--- config.mk ---
export PLATFORM = sky130hd
export DESIGN_NAME = ee_rd_uart_framer_flat
export DESIGN_NICKNAME = d
export VERILOG_FILES = /design/src/rtl/ee_rd_uart_framer_if.sv /design/src/rtl/ee_rd_uart_framer.sv /design/src/flat_wrapper.sv
export SDC_FILE = /design/constraint.sdc
export NUM_CORES = 1
export LEC_CHECK = 0
export CAP_MARGIN = 10
export CORE_UTILIZATION = 49
export DETAILED_ROUTE_END_ITERATION = 10
export PLACE_DENSITY = 0.67
export SYNTH_ARGS = -nofsm -noshare
export SYNTH_HDL_FRONTEND = slang
export SYNTH_SLANG_ARGS = --single-unit
--- constraint.sdc ---
create_clock -name clk -period 7.5 [get_ports clk]
set_input_delay 0.75 -clock clk [delete_from_list [all_inputs] [get_ports clk]]
set_output_delay 0.75 -clock clk [all_outputs]
set_load 0.005 [all_outputs]
--- src/rtl/ee_rd_uart_framer_if.sv ---
// rtl/ee_rd_uart_framer_if.sv - byte handshake between the read framer and the UART TX
// Purpose: carries one byte per transfer from a source to a sink.
// Signals:
//   tx_data        byte presented by the source
//   tx_data_req    tx_data is valid
//   tx_data_ready  sink can accept a byte; transfer when req and ready are both high
// Modports: master = byte source (framer), slave = byte sink (UART TX).
interface ee_rd_uart_framer_if;
  logic [7:0] tx_data;
  logic       tx_data_req;
  logic       tx_data_ready;

  modport master (
    output tx_data,
    output tx_data_req,
    input  tx_data_ready
  );

  modport slave (
    input  tx_data,
    input  tx_data_req,
    output tx_data_ready
  );
endinterface

--- src/rtl/ee_rd_uart_framer.sv ---
// rtl/ee_rd_uart_framer.sv - EEPROM read-path response framer feeding the UART TX
// Purpose: on frame_start, captures byte count and address, then sends
//   header, count, address high, address low and the data bytes received from
//   the IIC driver (buffered in a FIFO) over the tx handshake.
// Optional: define EE_FRAMER_CHKSUM_EN to append an XOR checksum byte.
// Ports:
//   clk, rst_n            clock, synchronous active-low reset
//   frame_start           one-cycle pulse starting a frame (ignored while busy)
//   frame_num_sub1        data byte count minus 1, sampled on frame_start
//   frame_addr            EEPROM start address, sampled on frame_start
//   rd_byte_data/valid    read bytes from the IIC driver
//   tx                    byte handshake toward the UART TX (master side)
//   busy                  a frame is in progress
//   ovf_err               sticky: a data byte was dropped on a full FIFO
module ee_rd_uart_framer #(
  parameter logic [7:0] RSP_HEADER = 8'hA2,
  parameter int         FIFO_DEPTH = 16,
  parameter int         FIFO_AW    = 4
) (
  input  logic                       clk,
  input  logic                       rst_n,
  input  logic                       frame_start,
  input  logic [7:0]                 frame_num_sub1,
  input  logic [15:0]                frame_addr,
  input  logic [7:0]                 rd_byte_data,
  input  logic                       rd_byte_valid,
  ee_rd_uart_framer_if.master        tx,
  output logic                       busy,
  output logic                       ovf_err
);

`ifdef EE_FRAMER_CHKSUM_EN
  typedef enum logic [2:0] {
    S_IDLE, S_HDR, S_CNT, S_AH, S_AL, S_DATA, S_CHK, S_DONE
  } state_t;
`else
  typedef enum logic [2:0] {
    S_IDLE, S_HDR, S_CNT, S_AH, S_AL, S_DATA, S_DONE
  } state_t;
`endif

  localparam logic [FIFO_AW:0] DEPTH_W = (FIFO_AW + 1)'(FIFO_DEPTH);

  state_t           state_q, state_d;
  logic [8:0]       cnt_q, cnt_d;
  logic [15:0]      addr_q, addr_d;
  logic [8:0]       push_cnt_q, push_cnt_d;   // accepted + dropped bytes this frame
  logic [8:0]       sent_cnt_q, sent_cnt_d;   // data bytes transferred
  logic [8:0]       drop_cnt_q, drop_cnt_d;   // data bytes lost to overflow
  logic             busy_q, busy_d;
  logic             ovf_q, ovf_d;
  logic [FIFO_AW:0] wr_ptr_q, wr_ptr_d;
  logic [FIFO_AW:0] rd_ptr_q, rd_ptr_d;
  logic [7:0]       mem_q [FIFO_DEPTH];
`ifdef EE_FRAMER_CHKSUM_EN
  logic [7:0]       chk_q, chk_d;
`endif

  logic [FIFO_AW:0] fifo_cnt;
  logic             fifo_empty;
  logic             fifo_full;
  logic [7:0]       fifo_head;
  logic [7:0]       tx_data_o;
  logic             tx_req_o;
  logic             xfer;
  logic             pop;
  logic             push_ok;
  logic             push;
  logic             drop;

  assign fifo_cnt   = wr_ptr_q - rd_ptr_q;
  assign fifo_empty = (wr_ptr_q == rd_ptr_q);
  assign fifo_full  = (fifo_cnt == DEPTH_W);
  assign fifo_head  = mem_q[rd_ptr_q[FIFO_AW-1:0]];

  // Outputs decode only registered state, so tx_data cannot move while
  // the sink stalls: header bytes are constants and the FIFO head only
  // changes on a pop.
  always_comb begin
    tx_data_o = 8'h00;
    tx_req_o  = 1'b0;
    case (state_q)
      S_HDR:  begin tx_data_o = RSP_HEADER;   tx_req_o = 1'b1; end
      S_CNT:  begin tx_data_o = cnt_q[7:0];   tx_req_o = 1'b1; end
      S_AH:   begin tx_data_o = addr_q[15:8]; tx_req_o = 1'b1; end
      S_AL:   begin tx_data_o = addr_q[7:0];  tx_req_o = 1'b1; end
      S_DATA: begin tx_data_o = fifo_head;    tx_req_o = !fifo_empty; end
`ifdef EE_FRAMER_CHKSUM_EN
      S_CHK:  begin tx_data_o = chk_q;        tx_req_o = 1'b1; end
`endif
      default: begin tx_data_o = 8'h00; tx_req_o = 1'b0; end
    endcase
  end

  assign xfer    = tx_req_o && tx.tx_data_ready;
  assign pop     = (state_q == S_DATA) && xfer;
  assign push_ok = rd_byte_valid && busy_q && (push_cnt_q < cnt_q);
  // A full FIFO still accepts a byte when the head leaves in the same cycle.
  assign push    = push_ok && (!fifo_full || pop);
  assign drop    = push_ok && fifo_full && !pop;

  always_comb begin
    state_d    = state_q;
    cnt_d      = cnt_q;
    addr_d     = addr_q;
    push_cnt_d = push_cnt_q;
    sent_cnt_d = sent_cnt_q;
    drop_cnt_d = drop_cnt_q;
    busy_d     = busy_q;
    ovf_d      = ovf_q;
    wr_ptr_d   = wr_ptr_q;
    rd_ptr_d   = rd_ptr_q;
`ifdef EE_FRAMER_CHKSUM_EN
    chk_d      = chk_q;
    if (xfer) chk_d = chk_q ^ tx_data_o;
`endif

    // Dropped bytes still count as pushed so the frame can close.
    if (push_ok) push_cnt_d = push_cnt_q + 9'd1;
    if (drop) begin
      drop_cnt_d = drop_cnt_q + 9'd1;
      ovf_d      = 1'b1;
    end
    if (push) wr_ptr_d = wr_ptr_q + 1'b1;
    if (pop) begin
      rd_ptr_d   = rd_ptr_q + 1'b1;
      sent_cnt_d = sent_cnt_q + 9'd1;
    end

    case (state_q)
      S_IDLE: begin
        if (frame_start) begin
          cnt_d      = {1'b0, frame_num_sub1} + 9'd1;
          addr_d     = frame_addr;
          busy_d     = 1'b1;
          ovf_d      = 1'b0;
          wr_ptr_d   = '0;
          rd_ptr_d   = '0;
          push_cnt_d = 9'd0;
          sent_cnt_d = 9'd0;
          drop_cnt_d = 9'd0;
`ifdef EE_FRAMER_CHKSUM_EN
          chk_d      = 8'h00;
`endif
          state_d    = S_HDR;
        end
      end
      S_HDR: if (xfer) state_d = S_CNT;
      S_CNT: if (xfer) state_d = S_AH;
      S_AH:  if (xfer) state_d = S_AL;
      S_AL:  if (xfer) state_d = S_DATA;
      S_DATA: begin
        // Closing on sent+dropped keeps an overflowed frame from waiting
        // for bytes it will never hold.
        if (sent_cnt_d + drop_cnt_d == cnt_q) begin
`ifdef EE_FRAMER_CHKSUM_EN
          state_d = S_CHK;
`else
          state_d = S_DONE;
          busy_d  = 1'b0;
`endif
        end
      end
`ifdef EE_FRAMER_CHKSUM_EN
      S_CHK: begin
        if (xfer) begin
          state_d = S_DONE;
          busy_d  = 1'b0;
        end
      end
`endif
      S_DONE:  state_d = S_IDLE;
      default: state_d = S_IDLE;
    endcase
  end

  always_ff @(posedge clk) begin
    if (!rst_n) begin
      state_q    <= S_IDLE;
      cnt_q      <= 9'd0;
      addr_q     <= 16'h0000;
      push_cnt_q <= 9'd0;
      sent_cnt_q <= 9'd0;
      drop_cnt_q <= 9'd0;
      busy_q     <= 1'b0;
      ovf_q      <= 1'b0;
      wr_ptr_q   <= '0;
      rd_ptr_q   <= '0;
`ifdef EE_FRAMER_CHKSUM_EN
      chk_q      <= 8'h00;
`endif
    end else begin
      state_q    <= state_d;
      cnt_q      <= cnt_d;
      addr_q     <= addr_d;
      push_cnt_q <= push_cnt_d;
      sent_cnt_q <= sent_cnt_d;
      drop_cnt_q <= drop_cnt_d;
      busy_q     <= busy_d;
      ovf_q      <= ovf_d;
      wr_ptr_q   <= wr_ptr_d;
      rd_ptr_q   <= rd_ptr_d;
`ifdef EE_FRAMER_CHKSUM_EN
      chk_q      <= chk_d;
`endif
    end
  end

  // FIFO storage needs no reset; the pointers define what is valid.
  always_ff @(posedge clk) begin
    if (push) mem_q[wr_ptr_q[FIFO_AW-1:0]] <= rd_byte_data;
  end

  assign tx.tx_data     = tx_data_o;
  assign tx.tx_data_req = tx_req_o;
  assign busy           = busy_q;
  assign ovf_err        = ovf_q;

endmodule
--- src/flat_wrapper.sv ---
// flat-port wrapper written by rule: the top's interface ports become plain ports
module ee_rd_uart_framer_flat 
#(
  parameter logic [7:0] RSP_HEADER = 8'hA2,
  parameter int         FIFO_DEPTH = 16,
  parameter int         FIFO_AW    = 4
)
  (clk, rst_n, frame_start, frame_num_sub1, frame_addr, rd_byte_data, rd_byte_valid, busy, ovf_err, tx_tx_data, tx_tx_data_req, tx_tx_data_ready);
  ee_rd_uart_framer_if tx_i ();
  input  logic clk;
  input  logic rst_n;
  input  logic frame_start;
  input  logic [7:0] frame_num_sub1;
  input  logic [15:0] frame_addr;
  input  logic [7:0] rd_byte_data;
  input  logic rd_byte_valid;
  output logic busy;
  output logic ovf_err;
  output wire logic [$bits(tx_i.tx_data)-1:0] tx_tx_data;
  output wire logic [$bits(tx_i.tx_data_req)-1:0] tx_tx_data_req;
  input wire logic [$bits(tx_i.tx_data_ready)-1:0] tx_tx_data_ready;
  assign tx_tx_data = tx_i.tx_data;
  assign tx_tx_data_req = tx_i.tx_data_req;
  assign tx_i.tx_data_ready = tx_tx_data_ready;
  ee_rd_uart_framer #(.RSP_HEADER(RSP_HEADER), .FIFO_DEPTH(FIFO_DEPTH), .FIFO_AW(FIFO_AW)) u_core (.clk(clk), .rst_n(rst_n), .frame_start(frame_start), .frame_num_sub1(frame_num_sub1), .frame_addr(frame_addr), .rd_byte_data(rd_byte_data), .rd_byte_valid(rd_byte_valid), .tx(tx_i), .busy(busy), .ovf_err(ovf_err));
endmodule
==> run_results.csv, run 1 <==
group,metric,value,unit
run_status,status,"finished with violations",
run_status,failed_checks,"design-rule violations",
timing,hold_slack,466,ps
cts,clk_pin_slew,80,ps
finish,layout_common_cells,"128 x edfxtp_1, 69 x nor2_1, 66 x dfxtp_1",
cts,cts_tree,"built",
global_routing,grt_max_degree,39,
global_routing,grt_pass1_vias,5640,
placed_design,hpwl,13500,µm
floorplan,dieArea,19200,µm²
cts,h-tree-depth,4,
timing,drv_slew,0,
timing,fmax,190,MHz
floorplan,die_x,138,µm
power_and_ir_drop,peakVddDrop,0.000163,V
floorplan,ios,48,
worst_setup_path,cp.required,7880,ps
finish,stdcell_count,998,
worst_setup_path,endpoint_kind,"flip-flop",
synthesis,synth-seq-cells,195,
timing,fin_tns_setup,0,ps
timing,skew,16.2,ps
floorplan,core_area,18100,µm²
cts,cts_repair_resize_count,0,
finish,diodes,0,
timing,fin_crit,5270,ps
routing,drt_iter0_markers,373,
synthesis,yosysSeqAreaShare,56.8,%
cts,clock_path_buffers,2,
floorplan,rows,49,
routing,viasPerCell,5.79,
finish,final.fill_count,1393,
routing,wl_per_cell,19.1,µm
finish,area_delta_synth_final,14.6,%
timing,tightest_slew,1180,ps
routing,wirelength,19100,µm
routing,vias,5782,
worst_setup_path,crit_arrival,5650,ps
worst_setup_path,critical_path.cell_chain,"buf_4 -> ha_1 -> and4_2 -> a211oi_4 -> a221oi_2 -> nand4_1 -> nor2_1 -> a21boi_0 -> xnor2_1 -> ha_1 -> a41oi_1 -> o21ai_2 -> xnor2_1 -> a2111oi_2 -> o2111ai_1 -> a2111oi_4 -> a22o_1",
cts,clock-sinks,195,
finish,regArea,5190,µm²
floorplan,start_util,50.4,%
synthesis,ys.flop_type,"edfxtp_1",
global_routing,antenna_found_initial,0,
power_and_ir_drop,leakagePower,3.56,nW
power_and_ir_drop,cellPowerDensity,223,nW/µm²
placed_design,numPortBuffers,47,
timing,post-route-period-util,70.3,%
global_routing,grt_pass1_wl,31100,µm
routing,dr.pass1.iters,8,
routing,antenna_left,0,
cts,cts_setup_buffers,0,
timing,setup_violations,0,
worst_setup_path,slowest_delay,700,ps
global_routing,grt_overflow,0,
cts,hold_buffers,0,
synthesis,yosysUniqueCellTypes,72,
cts,insertion_delay,440,ps
placed_design,dp.cells,965,
worst_setup_path,critical_path_class,"flip-flop to flip-flop",
synthesis,syn_inst,715,
synthesis,synth_nets,778,
worst_setup_path,rrSetupSlack,2230,ps
finish,final_layout_size_suffix_gt1_share,13.7,%
min_path,min_path_type,"flip-flop to flip-flop",
timing,relSlewSlack,20.5,%
synthesis,syn_area_per_cell,12.8,µm²
worst_setup_path,setup.worst_path.start_class,"flip-flop",
worst_setup_path,cp_max_fo,36,
floorplan,die_h,138,µm
cts,numCtsBuffers,17,
finish,nets,819,
global_routing,gr-usage-all-layers,21.3,%
timing,hold_viol,0,
cts,clockRootBuffer,"clkbuf_16",
placed_design,gp_congestion,0.925,
finish,multi_input_area,3720,µm²
synthesis,async_flop_share,0,%
worst_setup_path,cp_slowest_cell,"a211oi_4",
synthesis,synth_edf_count,128,
finish,layout_commonest_cell,"edfxtp_1",
synthesis,ys_warn_count,0,
synthesis,netlist_area,9120,µm²
finish,utilization,57.8,%
routing,drc,14,
timing,rsz0062_at_grt,"false",
run,cap_violations,0,
flip-flops by register name (all words and copies together), names as in the netlist, named ones only:
signal             count
u_core.sent_cnt_q      9
u_core.busy            1
u_core.addr_q         16
u_core.push_cnt_q      9
u_core.drop_cnt_q      8
u_core.wr_ptr_q        5
u_core.mem_q         128
u_core.state_q         3
u_core.rd_ptr_q        5
u_core.ovf_err         1
u_core.cnt_q           9
power by group:
group          leakage, nW  internal [mW]  switching (mW)  total [mW]
clock network        0.316          0.478           0.493       0.972
registers             1.70           1.16          0.0279        1.19
logic                 1.55         0.0782          0.0917       0.170
total                 3.56           1.72           0.613        2.33
layer usage:
layer / track usage (%) / share of wire [%] / up-vias
met5: 0 / 0 / -
met4: 7.87 / 1.9 / 0
met3: 4.95 / 5.9 / 25
met2: 33.2 / 47 / 190
met1: 29.2 / 45 / 2813
li1: - / - / 2754
per-stage QoR:
step,setup WS [ps],instance area (µm²),power [mW]
global route,1840,10500,2.41
CTS,2210,10500,2.35
detailed placement,2280,9790,1.38
global placement,2400,9790,1.38
floorplan,2770,9120,1.30
finish,2230,10500,2.33
kinds of logic (layout without fill, tap and decap cells):
kind of cell	count (synthesis)	after routing	share of synthesized area, %
AND/OR/NAND/NOR	224	224	11.9
flip-flops	195	195	56.8
XOR/XNOR	56	56	6.08
buffers and inverters	56	110	2.46
multiplexers	51	51	11.1
adder cells (fa/ha/maj)	27	27	3.69
AO/OA/AOI/OAI	106	106	7.97
cells in the mapped netlist, types with 16 or more instances:
library cell	instances	area share (%)
ha_1	26	3.6
clkbuf_1	22	0.91
xnor2_1	25	2.4
dfxtp_1	67	15
mux4_2	40	9.9
a21oi_1	38	2.1
nand2_1	65	2.7
xor2_1	25	2.4
nor3_1	16	0.88
inv_1	23	0.95
nor2_1	69	2.8
edfxtp_1	128	42
o21ai_0	16	0.88
nand3_1	16	0.88
worst max-delay path, delay by kind of cell (launching register included):
kind / cells / cell delay, ps
buffers and inverters: 1 / 550
DFF: 1 / 320
and+or+nand+nor: 3 / 840
AOI/OAI and AO/OA: 9 / 2620
adders and majority gates: 2 / 600
xor gates and xnor gates: 2 / 270
path summary, 6_finish.rpt:
path	to	depth (start not counted)	startpoint
hold reg to reg	u_core.addr_q[15]	2	u_core.addr_q[15]
setup reg to reg	u_core.state_q[1]	17	u_core.rd_ptr_q[0]
hold / removal	u_core.addr_q[15]	2	u_core.addr_q[15]
setup / recovery	u_core.state_q[1]	17	u_core.rd_ptr_q[0]
final cells by class:
type / instances / area share [%]
Clock inverter: 15 / 2.21
Tap cell: 229 / 2.74
Timing Repair Buffer: 53 / 4.93
Inverter: 25 / 0.897
Sequential cell: 195 / 49.6
Clock buffer: 17 / 4.07
Multi-Input combinational cell: 464 / 35.6
Power figures use the tool's default switching activity.
==> inputs of run 2 (changes only) <==
Clock period 7.5 ns to 5 ns, I/O delays scaled along.
==> run 2 against run 1 <==
Fmax is 15% higher. The flow still finishes with violations (design-rule violations). Clock-buffer cell count stayed put. Largest cell class unchanged. Final area up 0.87%. Die area did not move.
==> run_results.csv, run 2 (same netlist as run 1, synthesis figures left out) <==
group,metric,value,unit
worst_setup_path,cp_max_fo,10,
finish,final_layout_size_suffix_gt1_share,15.4,%
cts,clock_path_buffers,2,
finish,multi_input_area,3720,µm²
cts,clockRootBuffer,"clkbuf_16",
worst_setup_path,crit_arrival,4910,ps
timing,fin_crit,4610,ps
finish,nets,834,
finish,utilization,58.3,%
timing,post-route-period-util,92.1,%
floorplan,rows,49,
timing,tightest_slew,886,ps
run,cap_violations,0,
floorplan,start_util,50.4,%
cts,clock-sinks,195,
floorplan,ios,48,
worst_setup_path,endpoint_kind,"flip-flop",
finish,final.fill_count,1442,
finish,layout_common_cells,"128 x edfxtp_1, 69 x nor2_1, 65 x nand2_1, 65 x dfxtp_1, 47 x clkdlybuf4s50_1",
cts,insertion_delay,430,ps
min_path,min_path_type,"flip-flop to flip-flop",
cts,clk_pin_slew,80,ps
global_routing,grt_overflow,0,
timing,rsz0062_at_grt,"false",
finish,diodes,0,
finish,layout_commonest_cell,"edfxtp_1",
placed_design,dp.cells,981,
power_and_ir_drop,leakagePower,3.63,nW
timing,skew,11.1,ps
timing,hold_viol,0,
cts,numCtsBuffers,17,
worst_setup_path,setup.worst_path.start_class,"flip-flop",
cts,hold_buffers,0,
cts,h-tree-depth,4,
finish,largest_reg_flops,128,
floorplan,die_x,138,µm
floorplan,core_area,18100,µm²
power_and_ir_drop,total_power,3.45,mW
finish,stdcell_count,1013,
routing,viasPerCell,5.73,
cts,cts_tree,"built",
cts,cts_setup_buffers,0,
placed_design,numPortBuffers,47,
timing,relSlewSlack,40.7,%
timing,drv_slew,0,
global_routing,grt_pass1_wl,31100,µm
global_routing,gr-usage-all-layers,21.1,%
routing,wirelength,19200,µm
worst_setup_path,rrSetupSlack,390,ps
placed_design,hpwl,13800,µm
worst_setup_path,critical_path_class,"flip-flop to flip-flop",
timing,setup_violations,0,
routing,vias,5809,
min_path,worstHoldStart,"u_core.addr_q[4]",
routing,drc,14,
routing,drt_iter0_markers,422,
power_and_ir_drop,cellPowerDensity,327,nW/µm²
global_routing,grt_max_degree,39,
routing,antenna_left,0,
finish,regArea,5190,µm²
timing,fin_tns_setup,0,ps
run_status,status,"finished with violations",
routing,dr.pass1.iters,8,
power_and_ir_drop,peakVddDrop,0.000235,V
global_routing,grt_pass1_vias,5773,
routing,wl_per_cell,19.0,µm
worst_setup_path,cp.required,5300,ps
timing,fmax,217,MHz
run_status,failed_checks,"design-rule violations",
worst_setup_path,r2r-start,"u_core.rd_ptr_q[2]",
worst_setup_path,crit_path_start,"u_core.rd_ptr_q[2]",
floorplan,dieArea,19200,µm²
finish,area_delta_synth_final,15.7,%
global_routing,antenna_found_initial,0,
floorplan,die_h,138,µm
placed_design,gp_congestion,0.880,
-- run 2: cell types whose count changed in the layout (fill, tap and decap cells not counted), sizes merged --
cell | previous run | this run
clkinv | 4 | 7
inv | 36 | 33
clkbuf | 18 | 17
buf | 5 | 21
-- run 2: per-stage QoR --
stage	instance area [µm²]	hold slack, ps	setup WS [ps]
finish	10500	463	393
global route	10500	477	35.0
CTS	10500	461	341
detailed placement	9910	447	358
global placement	9910	444	486
floorplan	9120	436	268
-- run 2: final cells by class --
type                    count  share of cell area [%]
clock buffers              17                    4.03
repair buffers             68                    5.95
flip-flops and latches    195                    49.2
clock inverters            15                    1.98
inverters                  25                   0.890
well taps                 229                    2.72
multi-input cells         464                    35.3
-- run 2: what timing repair did --
item | in CTS | in global routing
endpoints found under the setup margin | 0 | 3
gates resized for setup | 0 | 1
endpoints found under the hold margin | 0 | 0
-- run 2: routing by layer --
layer | share of wire [%] | track usage, % | routed length (µm)
met1 | 46 | 28.4 | 8890
met2 | 49 | 34.8 | 9380
met3 | 3.7 | 4.33 | 714
met4 | 1.2 | 5.91 | 240
met5 | 0 | 0 | 0
-- run 2: report_power, final --
group          total (mW)  internal [mW]  switching, mW  leakage, nW
sequential           1.76           1.74         0.0220         1.70
clock                1.40          0.697          0.700        0.306
combinational       0.287          0.126          0.161         1.62
total                3.45           2.56          0.883         3.63
-- run 2: path summary, 6_finish.rpt --
| path | cells after the start | to |
|---|---|---|
| worst max-delay path | 18 | u_core.busy |
| worst min-delay path | 2 | u_core.addr_q[4] |
| worst max register to register | 18 | u_core.busy |
| worst min register to register | 2 | u_core.addr_q[4] |
-- run 2: worst max-delay path, cell delays in order (launching register included) --
cell       delay (ps)
dfxtp_1           340
inv_1              70
ha_1              360
and3b_1           210
or3_1             360
a221oi_2          340
nand4_1           180
buf_4             200
nor2_1            250
xor2_1            150
ha_1              260
ha_1              190
a41oi_1           180
o21ai_2           120
xnor2_1           150
a2111oi_2         350
o2111ai_1         220
a2111oi_4         420
a21oi_1           110
==> inputs of run 3 (changes only) <==
Settings changed: CORE_MARGIN set to 4.
==> run 3 against run 2 <==
Total power is 1.6% lower. First-iteration DRC count is 7.8% higher. Fmax is 1.3% lower. Wire length is 1.0% higher. The run now ends clean. Flip-flop and latch count stayed put. Clock skew is 4.9 ps higher. Final area is 0.53% lower. Sequential power hardly changed. Non-clock buffer count is 2 lower. Register-to-register slack worse by 60 ps. Critical path type unchanged.
==> run_results.csv, run 3 (same netlist as run 1, synthesis figures left out) <==
group,metric,value,unit
run_status,status,"completed",
finish,diodes,0,
routing,viasPerCell,5.80,
timing,relSlewSlack,31.5,%
timing,hold_slack,461,ps
timing,fin_crit,4670,ps
finish,nets,832,
finish,layout_commonest_cell,"edfxtp_1",
floorplan,core_area,18100,µm²
floorplan,dieArea,20900,µm²
timing,setup_violations,0,
timing,rsz0062_at_grt,"false",
routing,drt_iter0_markers,455,
finish,largest_reg_flops,128,
cts,clock_path_buffers,2,
power_and_ir_drop,cellPowerDensity,323,nW/µm²
cts,cts_tree,"built",
routing,dr.pass1.iters,5,
min_path,min_path_type,"flip-flop to flip-flop",
finish,final.fill_count,1434,
worst_setup_path,crit_arrival,5040,ps
worst_setup_path,cp.required,5370,ps
placed_design,hpwl,13900,µm
routing,wl_per_cell,19.2,µm
worst_setup_path,setup.worst_path.start_class,"flip-flop",
global_routing,grt_overflow,0,
global_routing,grt_pass1_wl,31200,µm
finish,regArea,5190,µm²
placed_design,gp_congestion,0.851,
global_routing,grt_pass1_vias,5745,
worst_setup_path,crit_path_start,"u_core.wr_ptr_q[2]",
worst_setup_path,ff2ff_path_depth,14,
finish,layout_common_cells,"128 x edfxtp_1, 69 x nor2_1, 66 x dfxtp_1",
routing,wirelength,19400,µm
floorplan,die_x,144,µm
timing,drv_slew,0,
worst_setup_path,endpoint_kind,"flip-flop",
placed_design,dp_worst_setup_slack,347,ps
cts,numCtsBuffers,17,
floorplan,ios,48,
cts,cts_setup_buffers,0,
timing,tightest_slew,1020,ps
power_and_ir_drop,leakagePower,3.60,nW
timing,fin_tns_setup,0,ps
cts,clk_pin_slew,80,ps
finish,design_area,10500,µm²
worst_setup_path,reg2reg_to,"u_core.state_q[1]",
global_routing,grt_max_degree,39,
worst_setup_path,rrSetupSlack,330,ps
global_routing,gr-usage-all-layers,19.5,%
cts,h-tree-depth,4,
placed_design,numPortBuffers,47,
floorplan,start_util,50.3,%
cts,clockRootBuffer,"clkbuf_16",
finish,area_delta_synth_final,15.0,%
routing,vias,5862,
finish,multi_input_area,3720,µm²
finish,utilization,57.8,%
cts,clock-sinks,195,
power_and_ir_drop,peakVddDrop,0.000252,V
floorplan,rows,49,
worst_setup_path,critical_path_class,"flip-flop to flip-flop",
routing,drc,0,
worst_setup_path,r2r-start,"u_core.wr_ptr_q[2]",
worst_setup_path,crit_path_end,"u_core.state_q[1]",
timing,setup_ws,331,ps
routing,antenna_left,0,
cts,insertion_delay,440,ps
worst_setup_path,cp_max_fo,10,
timing,skew,16.0,ps
placed_design,placed_cell_area,9900,µm²
timing,hold_viol,0,
timing,post-route-period-util,93.4,%
floorplan,die_h,144,µm
run,cap_violations,0,
global_routing,antenna_found_initial,0,
finish,final_layout_size_suffix_gt1_share,15.0,%
timing,fmax,214,MHz
-- run 3: changes by cell type in the layout (fill, tap and decap cells not counted), moves of 2 or more --
cell and delta:
inv_6 +2, buf_4 -2, clkinv_8 -3, inv_12 -2
-- run 3: layout make-up --
type                       instances  area share (%)
multi-input combinational        464            35.4
sequential                       195            49.4
clock inverter                    15            1.61
timing repair buffer              66            5.84
inverter                          25           0.894
tap                              229            2.73
clock buffer                      17            4.05
-- run 3: worst min path at each step --
| stage | to | from | cells past startpoint |
|---|---|---|---|
| CTS | u_core.addr_q[2] | u_core.addr_q[2] | 2 |
| global placement | u_core.addr_q[15] | u_core.addr_q[15] | 2 |
| finish | u_core.addr_q[2] | u_core.addr_q[2] | 2 |
| detailed placement | u_core.addr_q[2] | u_core.addr_q[2] | 2 |
| global route | u_core.addr_q[5] | u_core.addr_q[5] | 2 |
| floorplan | u_core.addr_q[0] | u_core.addr_q[0] | 2 |
-- run 3: metrics by stage --
step / cells / total power [mW]
floorplan: 715 / 1.96
global placement: 979 / 2.08
detailed placement: 979 / 2.08
CTS: 1011 / 3.41
global route: 1011 / 3.52
finish: 1011 / 3.39
-- run 3: repair_timing --
| action | 4_1_cts | 5_1_grt |
|---|---|---|
| hold buffers | 0 | 0 |
| endpoints found under the setup margin | 0 | 3 |
| resized for setup | 0 | 1 |
-- run 3: power breakdown --
part,internal (mW),switching (mW)
Clock,0.678,0.665
Sequential,1.74,0.0224
Combinational,0.125,0.161
-- run 3: critical path, stage by stage, from the launching register on --
cell and delay (ps):
dfxtp_1 530, ha_1 350, and3b_1 220, or3_1 360
a221oi_2 350, nand4_1 200, buf_4 210, nor4_1 400
xor2_1 140, ha_1 410, xnor2_1 210, a2111oi_2 370
o2111ai_1 220, a2111oi_4 450, a22o_1 200
-- run 3: layer usage --
metal	wire [µm]	GRT usage [%]	up-vias
met2	9370	31.4	178
met1	8850	27.6	2884
li1	-	-	2789
met4	201	4.66	0
met5	0	0	-
met3	995	3.57	11
==> RTL edit 1 (settings of run 3) <==
Re-encode `state_t` (7 states) as one-hot, 7 bits wide.
--- a/src/rtl/ee_rd_uart_framer.sv
+++ b/src/rtl/ee_rd_uart_framer.sv
@@ -34,8 +34,8 @@
     S_IDLE, S_HDR, S_CNT, S_AH, S_AL, S_DATA, S_CHK, S_DONE
   } state_t;
 `else
-  typedef enum logic [2:0] {
-    S_IDLE, S_HDR, S_CNT, S_AH, S_AL, S_DATA, S_DONE
+  typedef enum logic [6:0] {
+    S_IDLE = 7'b0000001, S_HDR = 7'b0000010, S_CNT = 7'b0000100, S_AH = 7'b0001000, S_AL = 7'b0010000, S_DATA = 7'b0100000, S_DONE = 7'b1000000
   } state_t;
 `endif
 
Behaviour: same outputs for any inputs over 4 cycles, from zero or initial values and one cycle with rst_n low; so few cycles prove little.
==> RTL edit 1 against run 3 <==
- synthesized cell count grew 2.2%
- total power grew 1.4%
- design area is 2.1% higher
- first-iteration DRC count is 5.3% higher
- worst setup slack better by 0.031 ns
- routed wire length grew 5.1%
- synthesized area up 2.3%
- sequential cell count up 4
==> RTL edit 1: results (changes against run 3) <==
| Metric | Value |
|---|---|
| Max VDD drop | `0.0002521 V (about the same)` |
| YS warnings | `0 (unchanged)` |
| Routed len/inst | `19.89 um (+3.6%)` |
| Switching Fraction | `24.57% (-0.45 points)` |
| Post-Synth XOR/XNOR Area | `5.578% (-0.50 points)` |
| Inserted Diodes | `0 (unchanged)` |
| Post-place instance area | `10070 sq um (+1.8%)` |
| All-Layer GR Usage | `19.68% (+0.23 points)` |
| Final cycle utilization of the critical path | `92.76% (-0.62 points)` |
| Commonest cells in the netlist | `edfxtp_1, nand2_1, dfxtp_1, nor2_1, mux4_2` |
| Vias in the first global route | `6010 (+4.6%)` |
| Synth Area in Compound Gates | `8.876% (+0.91 points)` |
| Vias/cell | `5.886 (+1.5%)` |
| DP Wirelength | `14.65 mm (+5.6%)` |
| Critical Path Slowest Stage Cell | `or4b_1` |
| Setup bufs post-CTS | `0 (unchanged)` |
| FF-to-FF End | `u_core.state_q[5]` |
| Register area share after synthesis | `56.42% (-0.42 points)` |
| Dpl ws | `0.2120 ns (-0.1348 ns)` |
| # fillers | `1508 (+5.2%)` |
| First-pass GRT wire length | `32.95 mm (+5.5%)` |
| Starting DRT DRC Count | `479 (+5.3%)` |
| Min-delay src | `u_core.ovf_err` |
| Final nets | `841 (+1.1%)` |
| Max Root-Sink Buffers | `2 (unchanged)` |
| Leakage power | `3.713 nW (+3.1%)` |
| Post-CTS Resized | `0 (unchanged)` |
| Status | `finished, final reports clean` |
| Pin count of the biggest net entering global routing | `38 (-2.6%)` |
| Crit path max-delay family | `simple AND/OR/NAND/NOR gates` |
| RR Startpoint | `u_core.rd_ptr_q[2]` |
| Synth area leaders | `edfxtp_1, dfxtp_1, mux4_2` |
| Netlist cell types | `68 (-5.6%)` |
| R2R Setup Slk | `0.36 ns (+0.03 ns)` |
| Crit-path max cell delay | `0.55 ns (+0.02 ns)` |
| Worst Max-Slew Pin Slew | `1.137 ns (+0.1130 ns)` |
RTL edit 1: through the flow:
| step | hold slack [ns] | instances | util (%) |
|---|---|---|---|
| 5_1_grt | 0.4868 | 1026 | 57.30 |
| 3_5_place_dp | 0.4482 | 994 | 53.85 |
| 2_1_floorplan | 0.4421 | 731 | - |
| 6_report | 0.4631 | 1026 | 57.30 |
| 3_3_place_gp | 0.4366 | 994 | 53.85 |
| 4_1_cts | 0.4596 | 1026 | 57.25 |
RTL edit 1: how the worst max path moves through the flow:
stage / startpoint / endpoint
after detailed placement: u_core.wr_ptr_q[2] / u_core.state_q[5]
after global placement: u_core.wr_ptr_q[2] / u_core.state_q[5]
final: u_core.rd_ptr_q[2] / u_core.state_q[5]
after CTS: u_core.wr_ptr_q[2] / u_core.state_q[5]
after global routing: u_core.rd_ptr_q[2] / u_core.state_q[5]
after floorplan: u_core.rd_ptr_q[1] / u_core.state_q[5]
RTL edit 1: cell type report:
cell class / instances / share of cell area (%)
Clock buffer: 17 / 3.969
Clock inverter: 15 / 1.961
Inverter: 29 / 1.016
Multi-Input combinational cell: 469 / 35.66
Sequential cell: 199 / 49.15
Tap cell: 234 / 2.732
Timing Repair Buffer: 63 / 5.510
RTL edit 1: power by group through the flow:
stage	Sequential, mW	Clock (mW)	Combinational [mW]
floorplan	1.82	0	0.120
global placement	1.83	0	0.197
detailed placement	1.83	0	0.204
CTS	1.79	1.48	0.205
global route	1.79	1.55	0.228
finish	1.79	1.45	0.205
RTL edit 1: metal layers:
layer | global-route usage (%) | vias up | share of wire (%) | wire length, um
li1 | - | 2845 | - | -
met1 | 25.94 | 3024 | 44 | 8986
met2 | 33.19 | 144 | 50 | 10220
met3 | 4.267 | 26 | 3.9 | 791
met4 | 5.503 | 0 | 2.0 | 405
met5 | 0 | - | 0 | 0
==> RTL edit 2 (flow settings as in run 3) <==
Without the edit above. Build with the macro `EE_FRAMER_CHKSUM_EN` defined.
--- a/src/rtl/ee_rd_uart_framer.sv
+++ b/src/rtl/ee_rd_uart_framer.sv
@@ -12,6 +12,8 @@
 //   tx                    byte handshake toward the UART TX (master side)
 //   busy                  a frame is in progress
 //   ovf_err               sticky: a data byte was dropped on a full FIFO
+`define EE_FRAMER_CHKSUM_EN
+
 module ee_rd_uart_framer #(
   parameter logic [7:0] RSP_HEADER = 8'hA2,
   parameter int         FIFO_DEPTH = 16,
Behaviour: not the same (a bounded check fails within 10 cycles, from zero or initial values and one cycle with rst_n low).
==> RTL edit 2 against run 3 <==
- first-iteration DRC count up 6.6%
- routed wire length up 18%
- count of clock-buffer cells in the layout up 12
- sequential cell count up 8
- design area up 8.2%
- worst setup slack worse by 0.18 ns
- synthesized area up 5.7%
Power is not compared: it rests on default switching activity, and its combinational part moved more than twofold at a synthesized area within 25%.
==> RTL edit 2: results (changes against run 3) <==
| Metric | Value |
|---|---|
| Crit path max-delay family | `simple AND/OR/NAND/NOR gates` |
| Worst Max-Slew Pin Slew | `0.9133 ns (-0.1108 ns)` |
| Ratio of cells with drive above 1 in the final layout | `15.83% (+0.86 points)` |
| Skew final | `0.02295 ns (+0.006984 ns)` |
| Post-Layout Cell Count | `1137 (+12%)` |
| Dpl ws | `-0.02612 ns (-0.3729 ns)` |
| Synth area leaders | `edfxtp_1, dfxtp_1, mux4_2` |
| I/O Buffers | `47 (unchanged)` |
| Post-Synth XOR/XNOR Area | `5.828% (-0.25 points)` |
| DRC viols | `0 (unchanged)` |
| Starting DRT DRC Count | `485 (+6.6%)` |
| Reg clk slew, reported paths | `0.06 ns (-0.02 ns)` |
| Htree depth | `1 (-3)` |
| CTS Buf Count | `22 (+5)` |
| Pin count of the biggest net entering global routing | `47 (+21%)` |
| Register area share after synthesis | `55.45% (-1.4 points)` |
| Synthesized Nets | `853 (+9.6%)` |
| Netlist cell types | `68 (-5.6%)` |
| Proportion of synthesized area in mux cells | `9.891% (-1.2 points)` |
| Max Root-Sink Buffers | `3 (+1)` |
| Max Fanout on Critical Path | `5 (-5)` |
| Drt total wl | `22.89 mm (+18%)` |
| Critical Path Slowest Stage Cell | `or4_4` |
| Max VDD drop | `around 0.00032 V` |
| Placer's final routability congestion estimate | `0.8775 (+3.1%)` |
| DP Wirelength | `15.67 mm (+13%)` |
| Hold WC Path Type | `flop to flop` |
| Synth Area in Compound Gates | `8.943% (+0.97 points)` |
| Placed Cells | `1096 (+12%)` |
| 1st-pass router iterations | `7 (+2)` |
| Leakage power | `4.003 nW` |
| First-pass GRT wire length | `35.79 mm (+15%)` |
| Crit-path max cell delay | `0.56 ns (+0.03 ns)` |
| Root buf cell | `clkbuf_16` |
| Post-place instance area | `10560 sq um (+6.7%)` |
| Inserted Diodes | `0 (unchanged)` |
| CP Data Arrival Time | `5.24 ns (+0.20 ns)` |
| Number of enable flip-flop cells after synthesis | `128 (unchanged)` |
| All-Layer GR Usage | `20.66% (+1.2 points)` |
| Synth Area in Adders | `4.089% (+0.40 points)` |
| Clk Latency, worst-skew pair | `0.52 ns (+0.08 ns)` |
| Commonest cells in the netlist | `edfxtp_1, nand2_1, dfxtp_1, nor2_1, mux4_2` |
| Syn avg cell area | `12.25 sq um (-4.0%)` |
| Final nets | `925 (+11%)` |
| Status | `finished, final reports clean` |
| Vias post-DR | `6552 (+12%)` |
| # fillers | `1567 (+9.3%)` |
| Vias in the first global route | `6747 (+17%)` |
-- RTL edit 2: what timing repair did --
| item | CTS | global route |
|---|---|---|
| setup endpoints to repair | 2 | 2 |
| pin swaps | 1 | 15 |
| setup buffers | 0 | 4 |
| resized for setup | 2 | 11 |
-- RTL edit 2: path summary, 6_finish.rpt --
check | start | endpoint | slack, ns | cells after the start
worst max-delay path | u_core.state_q[1] | u_core.state_q[0] | 0.15 | 21
worst min-delay path | u_core.addr_q[0] | u_core.addr_q[0] | 0.47 | 2
worst max register to register | u_core.state_q[1] | u_core.state_q[0] | 0.15 | 21
worst min register to register | u_core.addr_q[0] | u_core.addr_q[0] | 0.47 | 2
-- RTL edit 2: through the flow --
stage | utilization, % | TNS (ns)
final | 58.51 | 0
after global routing | 58.51 | -0.02713
after CTS | 58.15 | 0
after detailed placement | 54.45 | -0.03191
after global placement | 54.45 | 0
after floorplan | - | 0
-- RTL edit 2: area by class of cell --
cell class | count | area, sq um | share of cell area [%]
Clock buffer | 29 | 596.8 | 5.259
Tap cell | 265 | 331.6 | 2.921
Multi-Input combinational cell | 519 | 4091 | 36.05
Sequential cell | 203 | 5349 | 47.13
Timing Repair Buffer | 86 | 767.0 | 6.758
Clock inverter | 8 | 112.6 | 0.9922
Inverter | 27 | 101.3 | 0.8930
-- RTL edit 2: layer usage --
metal	up-vias	routed length, um	GRT usage, %
li1	3069	-	-
met2	185	11110	35.19
met5	-	0	0
met4	0	914	7.852
met3	57	1047	3.138
met1	3241	9813	26.91
-- RTL edit 2: power breakdown --
group | leakage, nW | internal (mW) | total, mW | switching (mW)
clock | 0.346 | 0.944 | 1.59 | 0.644
combinational | 1.90 | 0.348 | 0.822 | 0.474
sequential | 1.76 | 1.85 | 1.91 | 0.0592
total | 4.00 | 3.14 | 4.32 | 1.18
